`src/rtl/imem_load_ctrl.sv`:
```
// Instruction-RAM owner: fills the RAM from a byte-serial loader stream and
// zero-pads the rest. It then serves fetch-stage reads while the core runs.
module imem_load_ctrl #(
    parameter int NUM_INST = 128,
    parameter int ADDR_W   = $clog2(NUM_INST)
) (
    input  logic              clk,
    input  logic              rst,
    input  logic              ld_start,
    input  logic              ld_valid,
    input  logic [7:0]        ld_byte,
    input  logic              ld_last,
    output logic              ld_ready,
    output logic              core_stall,
    output logic              load_done,
    output logic              err_overflow,
    input  logic [31:0]       pc,
    input  logic              fetch_req,
    output logic [31:0]       instruction,
    output logic              inst_valid,
    output logic              misaligned,
    output logic [ADDR_W-1:0] mem_addr,
    output logic              mem_we,
    output logic [31:0]       mem_wdata,
    output logic              mem_re,
    input  logic [31:0]       mem_rdata
);

    typedef enum logic [1:0] {S_LOAD, S_DRAIN, S_FILL, S_RUN} state_t;

    localparam logic [ADDR_W:0] LAST_WORD = (ADDR_W+1)'(NUM_INST - 1);
    localparam logic [ADDR_W:0] FULL_CNT  = (ADDR_W+1)'(NUM_INST);

    state_t              state_q, state_d;
    logic [1:0]          byte_cnt_q, byte_cnt_d;
    logic [ADDR_W:0]     word_cnt_q, word_cnt_d;
    logic [31:0]         asm_q, asm_d;
    logic                wr_pend_q, wr_pend_d;
    logic [ADDR_W-1:0]   wr_addr_q, wr_addr_d;
    logic [31:0]         wr_data_q, wr_data_d;
    logic                err_q, err_d;
    logic                load_done_q, load_done_d;
    logic                rd_pend_q, rd_pend_d;
    logic                oor_pend_q, oor_pend_d;
    logic                mis_q, mis_d;
    logic [31:0]         hold_q, hold_d;

    logic                hs;
    logic                in_range;
    logic [31:0]         byte_word;

    assign ld_ready   = (state_q == S_LOAD) || (state_q == S_DRAIN);
    assign core_stall = (state_q != S_RUN);
    assign hs         = ld_valid && ld_ready;
    assign in_range   = (pc[31:2] < 30'(NUM_INST));

    always_comb begin
        byte_word = asm_q;
        byte_word[{byte_cnt_q, 3'b000} +: 8] = ld_byte;
    end

    always_comb begin
        state_d     = state_q;
        byte_cnt_d  = byte_cnt_q;
        word_cnt_d  = word_cnt_q;
        asm_d       = asm_q;
        wr_pend_d   = 1'b0;
        wr_addr_d   = wr_addr_q;
        wr_data_d   = wr_data_q;
        err_d       = err_q;
        rd_pend_d   = 1'b0;
        oor_pend_d  = 1'b0;
        mis_d       = 1'b0;
        hold_d      = hold_q;

        if (rd_pend_q) begin
            hold_d = mem_rdata;
        end else if (oor_pend_q) begin
            hold_d = 32'b0;
        end

        case (state_q)
            S_LOAD: begin
                if (hs) begin
                    if (ld_last || byte_cnt_q == 2'd3) begin
                        // Word complete (or flushed by ld_last): queue the write
                        // for next cycle so assembly of the next word continues.
                        wr_pend_d  = 1'b1;
                        wr_addr_d  = word_cnt_q[ADDR_W-1:0];
                        wr_data_d  = byte_word;
                        word_cnt_d = word_cnt_q + 1'b1;
                        asm_d      = 32'b0;
                        byte_cnt_d = 2'd0;
                        if (ld_last) begin
                            state_d = S_FILL;
                        end else if (word_cnt_q == LAST_WORD) begin
                            state_d = S_DRAIN;
                        end
                    end else begin
                        asm_d      = byte_word;
                        byte_cnt_d = byte_cnt_q + 2'd1;
                    end
                end
            end
            S_DRAIN: begin
                if (hs) begin
                    err_d = 1'b1;
                    if (ld_last) begin
                        state_d = S_RUN;
                    end
                end
            end
            S_FILL: begin
                // The flushed partial word occupies the first FILL cycle.
                if (wr_pend_q) begin
                    if (word_cnt_q == FULL_CNT) begin
                        state_d = S_RUN;
                    end
                end else begin
                    word_cnt_d = word_cnt_q + 1'b1;
                    if (word_cnt_q == LAST_WORD) begin
                        state_d = S_RUN;
                    end
                end
            end
            default: begin
                if (ld_start) begin
                    state_d    = S_LOAD;
                    byte_cnt_d = 2'd0;
                    word_cnt_d = '0;
                    asm_d      = 32'b0;
                    err_d      = 1'b0;
                end else if (fetch_req) begin
                    rd_pend_d  = in_range;
                    oor_pend_d = !in_range;
                    mis_d      = (pc[1:0] != 2'b00);
                end
            end
        endcase

        load_done_d = (state_d == S_RUN) && (state_q != S_RUN);
    end

    always_ff @(posedge clk or posedge rst) begin
        if (rst) begin
            state_q     <= S_LOAD;
            byte_cnt_q  <= 2'd0;
            word_cnt_q  <= '0;
            asm_q       <= 32'b0;
            wr_pend_q   <= 1'b0;
            wr_addr_q   <= '0;
            wr_data_q   <= 32'b0;
            err_q       <= 1'b0;
            load_done_q <= 1'b0;
            rd_pend_q   <= 1'b0;
            oor_pend_q  <= 1'b0;
            mis_q       <= 1'b0;
            hold_q      <= 32'b0;
        end else begin
            state_q     <= state_d;
            byte_cnt_q  <= byte_cnt_d;
            word_cnt_q  <= word_cnt_d;
            asm_q       <= asm_d;
            wr_pend_q   <= wr_pend_d;
            wr_addr_q   <= wr_addr_d;
            wr_data_q   <= wr_data_d;
            err_q       <= err_d;
            load_done_q <= load_done_d;
            rd_pend_q   <= rd_pend_d;
            oor_pend_q  <= oor_pend_d;
            mis_q       <= mis_d;
            hold_q      <= hold_d;
        end
    end

    always_comb begin
        mem_re = (state_q == S_RUN) && fetch_req && in_range;
        mem_we = wr_pend_q || (state_q == S_FILL);
        if (state_q == S_RUN) begin
            mem_addr = pc[ADDR_W+1:2];
        end else if (wr_pend_q) begin
            mem_addr = wr_addr_q;
        end else if (state_q == S_FILL) begin
            mem_addr = word_cnt_q[ADDR_W-1:0];
        end else begin
            mem_addr = '0;
        end
    end

    assign mem_wdata    = wr_pend_q ? wr_data_q : 32'b0;
    assign instruction  = rd_pend_q ? mem_rdata : (oor_pend_q ? 32'b0 : hold_q);
    assign inst_valid   = rd_pend_q || oor_pend_q;
    assign misaligned   = mis_q;
    assign load_done    = load_done_q;
    assign err_overflow = err_q;

endmodule

```
`config.mk`:
```
export PLATFORM = sky130hd
export DESIGN_NAME = imem_load_ctrl
export DESIGN_NICKNAME = d
export VERILOG_FILES = /design/src/rtl/imem_load_ctrl.sv
export SDC_FILE = /design/constraint.sdc
export NUM_CORES = 1
export LEC_CHECK = 0
export BUFFER_PORTS_ARGS = -buffer_cell sky130_fd_sc_hd__buf_2
export CAP_MARGIN = 0
export CORE_MARGIN = 10
export CORE_UTILIZATION = 53
export CTS_BUF_LIST = sky130_fd_sc_hd__clkbuf_4
export DETAILED_ROUTE_END_ITERATION = 12
export PLACE_DENSITY = 0.83
export REMOVE_ABC_BUFFERS = 1
export SLEW_MARGIN = 20
export SYNTH_ARGS = -nofsm -noshare
export SYNTH_HDL_FRONTEND = slang
export SYNTH_SLANG_ARGS = --single-unit
```
`constraint.sdc`:
```
create_clock -name clk -period 4.1 [get_ports clk]
set_input_delay 0.615 -clock clk [delete_from_list [all_inputs] [get_ports clk]]
set_output_delay 0.615 -clock clk [all_outputs]
set_load 0.01 [all_outputs]
```
======== Word-level counts from Yosys, hierarchy flattened ========
Index checks and enable logic that the tools add are counted.
storage, ports and cells
  bits in registers ....................... 121
  bits in latches ......................... 0
  bits in writable memories ............... 0
  memory bits (read-only) ................. 0
  input bits .............................. 78
  output and inout bits ................... 79
  word-level logic and storage cells ...... 101
  memories kept ........................... 0
operators by class
  add/sub/neg operators ................... 3
  multiply operators ...................... 0
  div/mod/pow operators ................... 0
  magnitude comparators ................... 1
  eq/ne operators ......................... 12
  shift-type cells ........................ 2
  mux-type cells .......................... 46
  bitwise operators ....................... 3
  reductions and logical operators ........ 21
operator list
  operator                                                      number
  two-way mux 32 bit                                            6
  case mux 32 bit (2 select lines)                              1
  bitwise mux 32 bit                                            1
  two-way mux 8 bit                                             4
  variable shift 8 x 7 -> 32 bit (first input constant)         1
  variable part select 8 x 7 -> 32 bit                          1
  less-than comparator 30 x 8 -> 1 bit (second input constant)  1
  two-way mux 2 bit                                             13
  case mux 8 bit (3 select lines)                               1
  two-way mux 7 bit                                             3
  two-way mux 1 bit                                             14
  AND reduction 3 bit                                           3
  adder 8 x 1 -> 8 bit (second input constant)                  1
  == test 2 bit (second input constant)                         4
  == test 8 x 7 -> 1 bit (second input constant)                1
  == test 8 bit (second input constant)                         1
  != test 2 bit (second input constant)                         4
  negation 5 -> 7 bit                                           1
  case mux 2 bit (3 select lines)                               1
  nonzero test 2 bit                                            3
  AND reduction 5 bit                                           1
  logical AND 1 bit                                             4
  logical OR 1 bit                                              4
  case mux 2 bit (2 select lines)                               1
  other kinds (10)                                              13

======== Depth between registers and ports, before layout ========
Gate-level depths: netlist (run 1).
  depth in word-level cells ............... 8
  gate-level depth with buffers ........... 9
  mapped depth without buffers ............ 7

======== Worst setup path after synthesis (run 1) ========
OpenSTA, ideal clock, no wires.
  path kind ............................... flip-flop to output port
  start ................................... reg state_q[0]
  end ..................................... out mem_addr[0]
  arrival ................................. 1.457 ns
  required time ........................... 3.485 ns
  path slack .............................. 2.028 ns
  cell stages (with the launch flop) ...... 8
  path buffers ............................ 1
  cells stage by stage .................... dfrtp_1 inv_1 ha_1 clkbuf_1 nand2_1 nor2_1 a21oi_1 o21ai_0
on the way
  longest elaborated chain between the ends .. 4
  elaborated cells between the ends (all ways) .. 5
  those cells by class .................... eq/ne: 2; mux: 3
ends and longest elaborated chain
  item                    line  RTL
  from (decl)             34    state_t state_q, state_d;
  from (signal assigned)  160   state_q <= state_d;
  == test 2 bit           183   end else if (state_q == S_FILL) begin
  two-way mux 7 bit       183
  two-way mux 7 bit       181   end else if (wr_pend_q) begin
  two-way mux 7 bit *     179   if (state_q == S_RUN) begin
  to (decl)               22    output logic [ADDR_W-1:0] mem_addr,
Mark *: on every way between the ends. The rest lies on a longest branch, timed or not.

======== Worst setup path in the final report (run 1) ========
  start ................................... reg rd_pend_q
  end ..................................... out instruction[0]
on the way
  longest elaborated chain between the ends .. 1
ends and longest elaborated chain
  item                    line  RTL
  from (decl)             43    logic rd_pend_q, rd_pend_d;
  from (signal assigned)  169   rd_pend_q <= rd_pend_d;
  two-way mux 32 bit      -
  to (decl)               19    output logic [31:0] instruction,
No other way between the ends.

==> flow_summary_export.csv, run 1 <==
group,metric,value,unit
status,status,"complete, no violations",
die,coreArea,10400,µm²
routing,routed_wirelength,14.8,mm
final_layout,area_delta_synth_final,19.4,%
clock_tree,cts_tree,"built",
yosys,synth_area,5660,µm²
die,dieWidth,123,µm
timing,finalHoldViolCount,0,
global_routing,antenna_found_initial,1,
worst_setup_path,critPathBufInv,1,
timing,hold_ws,0.195,ns
yosys,synth_ff_type,"dfrtp_1",
routing,routed_via_density,5.57,
routing,via_count,4674,
clock_tree,cts_resized,0,
yosys,ys_seq_elements,121,
clock_tree,htree_levels,4,
routing,drcViolationCount,0,
power_and_ir_drop,combPwrFrac,27.2,%
worst_setup_path,critPathTopFamily,"flip-flops",
final_layout,multi_input_area,2430,µm²
routing,wire_per_inst,17.6,µm
timing,max_freq,326,MHz
clock_tree,clock-sinks,121,
final_layout,drive_above_1_share,30.1,%
timing,fin_crit_sh,74.9,%
global_routing,grt_pass1_wl,23.7,mm
clock_tree,clk_pin_slew,0.11,ns
power_and_ir_drop,p_switching,1120,µW
timing,setup_viol_count_final,0,
timing,skew,0.0120,ns
yosys,yosysWarnings,0,
die,num_io_pins,157,
clock_tree,clock_path_buffers,2,
worst_setup_path,path_cells,"nor2_4 -> a22o_1 -> buf_2",
die,die_h,123,µm
timing,setup-tns-final,0,ns
final_layout,layout.nets,780,
die,rows,37,
power_and_ir_drop,internal_power,1990,µW
place,dp_hpwl,10.9,mm
global_routing,grtUsageTotal,19.4,%
global_routing,grt_pass1_vias,4648,
worst_setup_path,required,3.48,ns
timing,finalCriticalPeriod,3.07,ns
yosys,synth_cells,551,
timing,worstMarginPinSlew,1.08,ns
worst_setup_path,criticalPathCategory,"reg2out",
yosys,async_flop_share,100,%
yosys,synth-edff-count,0,
yosys,synth_cell_types,45,
worst_setup_path,cp-start-kind,"flip-flop",
clock_tree,cts_root_buffer,"clkbuf_4",
job,maxCapViolCount,0,
yosys,postSynthAreaPerCell,10.3,µm²
power_and_ir_drop,finalPower,3100,µW
worst_setup_path,r2r_slack,1.48,ns
worst_setup_path,slowest_stage,"dfrtp_1",
power_and_ir_drop,ir_drop,0.363,mV
place,gp_congestion,1.01,
worst_setup_path,crit_path_end_kind,"primary output",
timing,slew_violations,0,
clock_tree,post_cts_buffers,0,
worst_setup_path,critical-path-max-stage-delay,0.80,ns
timing,slew_headroom,27.8,%
final_layout,fillCellCount,856,
global_routing,grt_max_degree,66,
yosys,synth.most_common_cell,"dfrtp_1",
clock_tree,cts-buffers-inserted,17,
yosys,ys_seq_area_share,53.5,%
final_layout,seq_area,3030,µm²
power_and_ir_drop,seq_power_share,46.1,%
routing,drtIter0Drc,292,
worst_setup_path,crit_arrival,2.46,ns
place,io_buffers,156,
power_and_ir_drop,leakagePower,0.00349,µW
power_and_ir_drop,switching_share,36.0,%
yosys,yosysTopAreaCell,"dfrtp_1",
clock_tree,cts_hold_buf,0,
die,dieArea,15200,µm²
yosys,synth_area_leaders,"dfrtp_1, a22o_1, o21ai_0",
power_and_ir_drop,clkPwrFrac,26.7,%
yosys,synth_top_area_share,53.5,%
hold_path,hp-class,"in2async",
global_routing,grt-ovfl-total,0,
clock_tree,clk_latency,0.50,ns
worst_setup_path,cp_max_fo,34,
die,start_util,54.6,%
timing,rsz0062_at_grt,"no",
power_and_ir_drop,power.density,459,nW/µm²
yosys,synthTopCellsByCount,"dfrtp_1, a22o_1, nand2_1, o21ai_0, a21oi_1",
routing,dr.pass1.iters,5,
routing,detail-route-antenna-nets,0,
==> cells in the final DEF, fill, tap and decap left out, types with 2 or more instances in the layout <==
cell,count
bufinv_16,2
xor2_1,5
or2_2,3
nor4_1,5
mux2_2,5
buf_2,156
nand4_1,4
a21oi_1,42
inv_1,10
o21ai_0,47
and4_1,3
nor2_1,20
nand3_1,4
a22o_1,63
nor3_2,2
inv_6,3
nand3b_1,3
nor2b_1,36
clkinvlp_4,2
ha_1,12
and3_1,3
buf_4,4
o21ai_2,5
clkinv_2,2
clkinv_4,4
and2_1,32
nand2_1,60
clkbuf_4,17
dfrtp_1,121
nand2b_1,2
nor3_1,3
==> path summary, 6_finish.rpt <==
path,to,start,cells past startpoint
max,instruction[0],rd_pend_q$_DFF_PP0_,3
min,wr_addr_q[4]$_DFFE_PP0P_,rst,2
max reg2reg,asm_q[23]$_DFFE_PP0P_,byte_cnt_q[0]$_DFFE_PP0P_,6
min reg2reg,wr_data_q[16]$_DFFE_PP0P_,wr_data_q[16]$_DFFE_PP0P_,2
max in group asynchronous,wr_data_q[22]$_DFFE_PP0P_,rst,3
min in group clk,misaligned$_DFF_PP0_,pc[0],3
==> sequential cells by signal, indices dropped and copies added (netlist names), 2 cells and up <==
| signal | cells |
|---|---|
| byte_cnt_q | 2 |
| state_q | 2 |
| wr_data_q | 32 |
| hold_q | 32 |
| wr_addr_q | 7 |
| asm_q | 32 |
| word_cnt_q | 8 |
==> cells by family (layout without fill, tap and decap cells) <==
| family | after synthesis | after routing | synth area share [%] |
|---|---|---|---|
| buffers and inverters | 51 | 202 | 3.78 |
| AOI/OAI and AO/OA | 168 | 168 | 20.3 |
| DFF | 121 | 121 | 53.5 |
| xor gates and xnor gates | 5 | 5 | 0.773 |
| and+or+nand+nor | 188 | 188 | 17.9 |
| adders and majority gates | 12 | 12 | 2.65 |
| other | 0 | 1 | 0 |
| muxes | 6 | 6 | 1.17 |
==> layer usage <==
layer	track usage [%]	wire length, µm	vias up
met3	5.70	1320	22
met4	6.77	256	0
met2	30.7	7000	192
met5	0	0	-
li1	-	-	2217
met1	24.9	6200	2243
==> stage by stage <==
| step | area [µm²] | cells | setup WS (ns) | utilization (%) |
|---|---|---|---|---|
| CTS | 6750 | 838 | 0.647 | 65.1 |
| finish | 6760 | 839 | 1.03 | 65.2 |
| global placement | 6480 | 807 | 1.42 | 62.5 |
| global route | 6760 | 839 | 0.822 | 65.2 |
| floorplan | 5490 | 511 | 0.271 | - |
| detailed placement | 6480 | 807 | 1.22 | 62.5 |
==> layout make-up <==
type / instances / area share, %
multi-input combinational: 379 / 35.9
timing repair buffer: 160 / 12.0
tap: 136 / 2.52
antenna: 1 / 0.0370
clock buffer: 17 / 1.89
sequential: 121 / 44.8
clock inverter: 14 / 2.22
inverter: 11 / 0.648
==> power by group through the flow <==
stage / registers [µW] / logic, µW / clock network (µW)
floorplan: 1420 / 592 / 0
global placement: 1440 / 805 / 0
detailed placement: 1450 / 843 / 0
CTS: 1430 / 849 / 845
global route: 1450 / 951 / 899
finish: 1430 / 845 / 827
(Power assumes the default switching activity.)
==> run 2, diff against run 1 <==
--- a/config.mk
+++ b/config.mk
@@ -8,10 +8,10 @@
 export BUFFER_PORTS_ARGS = -buffer_cell sky130_fd_sc_hd__buf_2
 export CAP_MARGIN = 0
 export CORE_MARGIN = 10
-export CORE_UTILIZATION = 53
+export CORE_UTILIZATION = 49
 export CTS_BUF_LIST = sky130_fd_sc_hd__clkbuf_4
 export DETAILED_ROUTE_END_ITERATION = 12
-export PLACE_DENSITY = 0.83
+export PLACE_DENSITY = 0.81
 export REMOVE_ABC_BUFFERS = 1
 export SLEW_MARGIN = 20
 export SYNTH_ARGS = -nofsm -noshare
==> constraint.sdc (replaced) <==
create_clock -name clk -period 2.52 [get_ports clk]
set_input_delay 0.378 -clock clk [delete_from_list [all_inputs] [get_ports clk]]
set_output_delay 0.378 -clock clk [all_outputs]
set_load 0.01 [all_outputs]
==> flow_summary_export.csv, run 2 (same netlist as run 1, synthesis figures left out) <==
group,metric,value,unit
die,rows,39,
die,dieArea,16300,µm²
routing,routed_wirelength,14.7,mm
power_and_ir_drop,combPwrFrac,27.7,%
timing,worstMarginPinSlew,0.526,ns
timing,finalCriticalPeriod,2.36,ns
global_routing,grt_pass1_vias,4921,
power_and_ir_drop,clkPwrFrac,28.0,%
power_and_ir_drop,p_switching,1750,µW
clock_tree,cts_tree,"built",
die,dieWidth,128,µm
timing,rsz0062_at_grt,"no",
routing,routed_via_density,5.43,
power_and_ir_drop,ir_drop,0.524,mV
die,num_io_pins,157,
clock_tree,clock_path_buffers,2,
worst_setup_path,criticalPathCategory,"reg2reg",
clock_tree,htree_levels,4,
final_layout,top_regs,"asm_q: 32 flops, hold_q: 32 flops, wr_data_q: 32 flops",
routing,drtIter0Drc,224,
routing,detail-route-antenna-nets,0,
timing,slew_violations,0,
power_and_ir_drop,internal_power,3520,µW
timing,slew_headroom,64.9,%
global_routing,antenna_found_initial,1,
worst_setup_path,crit_arrival,2.79,ns
status,status,"complete, no violations",
global_routing,grt_max_degree,51,
routing,wire_per_inst,17.0,µm
die,coreArea,11400,µm²
place,dp_hpwl,11.1,mm
final_layout,layout_common_cells,"buf_2, dfrtp_1, a22o_1, nand2_1, o21ai_0",
routing,via_count,4682,
power_and_ir_drop,seq_power_share,44.3,%
worst_setup_path,cp-start-kind,"flip-flop",
clock_tree,clk_pin_slew,0.10,ns
worst_setup_path,r2r_slack,0.16,ns
place,gp_congestion,0.853,
place,placed_area,6600,µm²
final_layout,drive_above_1_share,31.8,%
clock_tree,post_cts_buffers,0,
timing,skew,0.0172,ns
place,io_buffers,156,
power_and_ir_drop,power.density,760,nW/µm²
global_routing,grtUsageTotal,18.2,%
clock_tree,clk_latency,0.50,ns
timing,max_freq,424,MHz
timing,finalHoldViolCount,0,
clock_tree,cts_root_buffer,"clkbuf_4",
routing,dr.pass1.iters,4,
final_layout,layout.nets,795,
final_layout,mostFrequentLayoutCell,"buf_2",
die,start_util,49.8,%
die,die_h,128,µm
global_routing,grt_pass1_wl,24.4,mm
final_layout,design_area,6940,µm²
hold_path,hp-class,"in2reg",
worst_setup_path,crit_path_end_kind,"flip-flop",
timing,setup_viol_count_final,0,
clock_tree,cts-buffers-inserted,17,
job,maxCapViolCount,0,
routing,drcViolationCount,0,
timing,fin_crit_sh,93.7,%
timing,hold_ws,0.118,ns
power_and_ir_drop,switching_share,33.2,%
timing,setup-tns-final,0,ns
global_routing,grt-ovfl-total,0,
worst_setup_path,required,2.95,ns
power_and_ir_drop,leakagePower,0.00359,µW
clock_tree,clock-sinks,121,
worst_setup_path,cp_max_fo,10,
final_layout,area_delta_synth_final,22.6,%
==> run 2: final cells by class <==
class / count / area (µm²)
diodes: 1 / 2.50
clock buffers: 20 / 150
clock inverters: 12 / 155
fillers: 942 / 4430
inverters: 11 / 43.8
multi-input cells: 379 / 2440
flip-flops and latches: 121 / 3030
well taps: 143 / 179
repair buffers: 175 / 938
==> run 2: what timing repair did <==
action,4_1_cts,5_1_grt
endpoints found under the setup margin,2,23
hold buffers,1,0
endpoints found under the hold margin,20,0
resized for setup,1,5
==> run 2: per-layer routing <==
metal	global-route usage (%)	vias up	wire length, µm
met1	21.7	2232	6140
met4	6.63	0	88
li1	-	2250	-
met2	29.9	190	7020
met3	6.33	10	1400
met5	0	-	0
==> run 2: final timing paths <==
kind                                           start  cells past startpoint                        end
setup reg to reg                state_q[1]$_DFF_PP0_                      5      asm_q[16]$_DFFE_PP0P_
min in group asynchronous                        rst                      3   wr_data_q[9]$_DFFE_PP0P_
hold reg to reg            wr_data_q[19]$_DFFE_PP0P_                      2  wr_data_q[19]$_DFFE_PP0P_
setup / recovery                state_q[1]$_DFF_PP0_                      5      asm_q[16]$_DFFE_PP0P_
hold / removal                                 pc[0]                      3       misaligned$_DFF_PP0_
max in group asynchronous                        rst                      4        hold_q[4]$_DFF_PP0_
==> run 2: through the flow <==
stage / worst slack [ns] / utilization, % / total power [µW] / cells
2_1_floorplan: -1.14 / - / 3280 / 511
3_3_place_gp: 0.287 / 58.1 / 3740 / 828
3_5_place_dp: 0.154 / 58.1 / 3790 / 828
4_1_cts: 0.00292 / 60.9 / 5290 / 861
5_1_grt: 0.0315 / 61.1 / 5610 / 862
6_report: 0.159 / 61.1 / 5270 / 862
==> run 2: power by group through the flow <==
stage	Combinational (µW)	Sequential (µW)	Clock [µW]
6_report	1460	2340	1470
5_1_grt	1630	2370	1610
4_1_cts	1450	2330	1520
3_5_place_dp	1440	2360	0
3_3_place_gp	1390	2350	0
2_1_floorplan	962	2320	0
==> run 2: critical path: stages, from the launching register on <==
cell     delay, ns
dfrtp_1       0.50
inv_1         0.10
ha_1          0.31
or4_1         0.75
o21ai_2       0.42
a22o_1        0.20
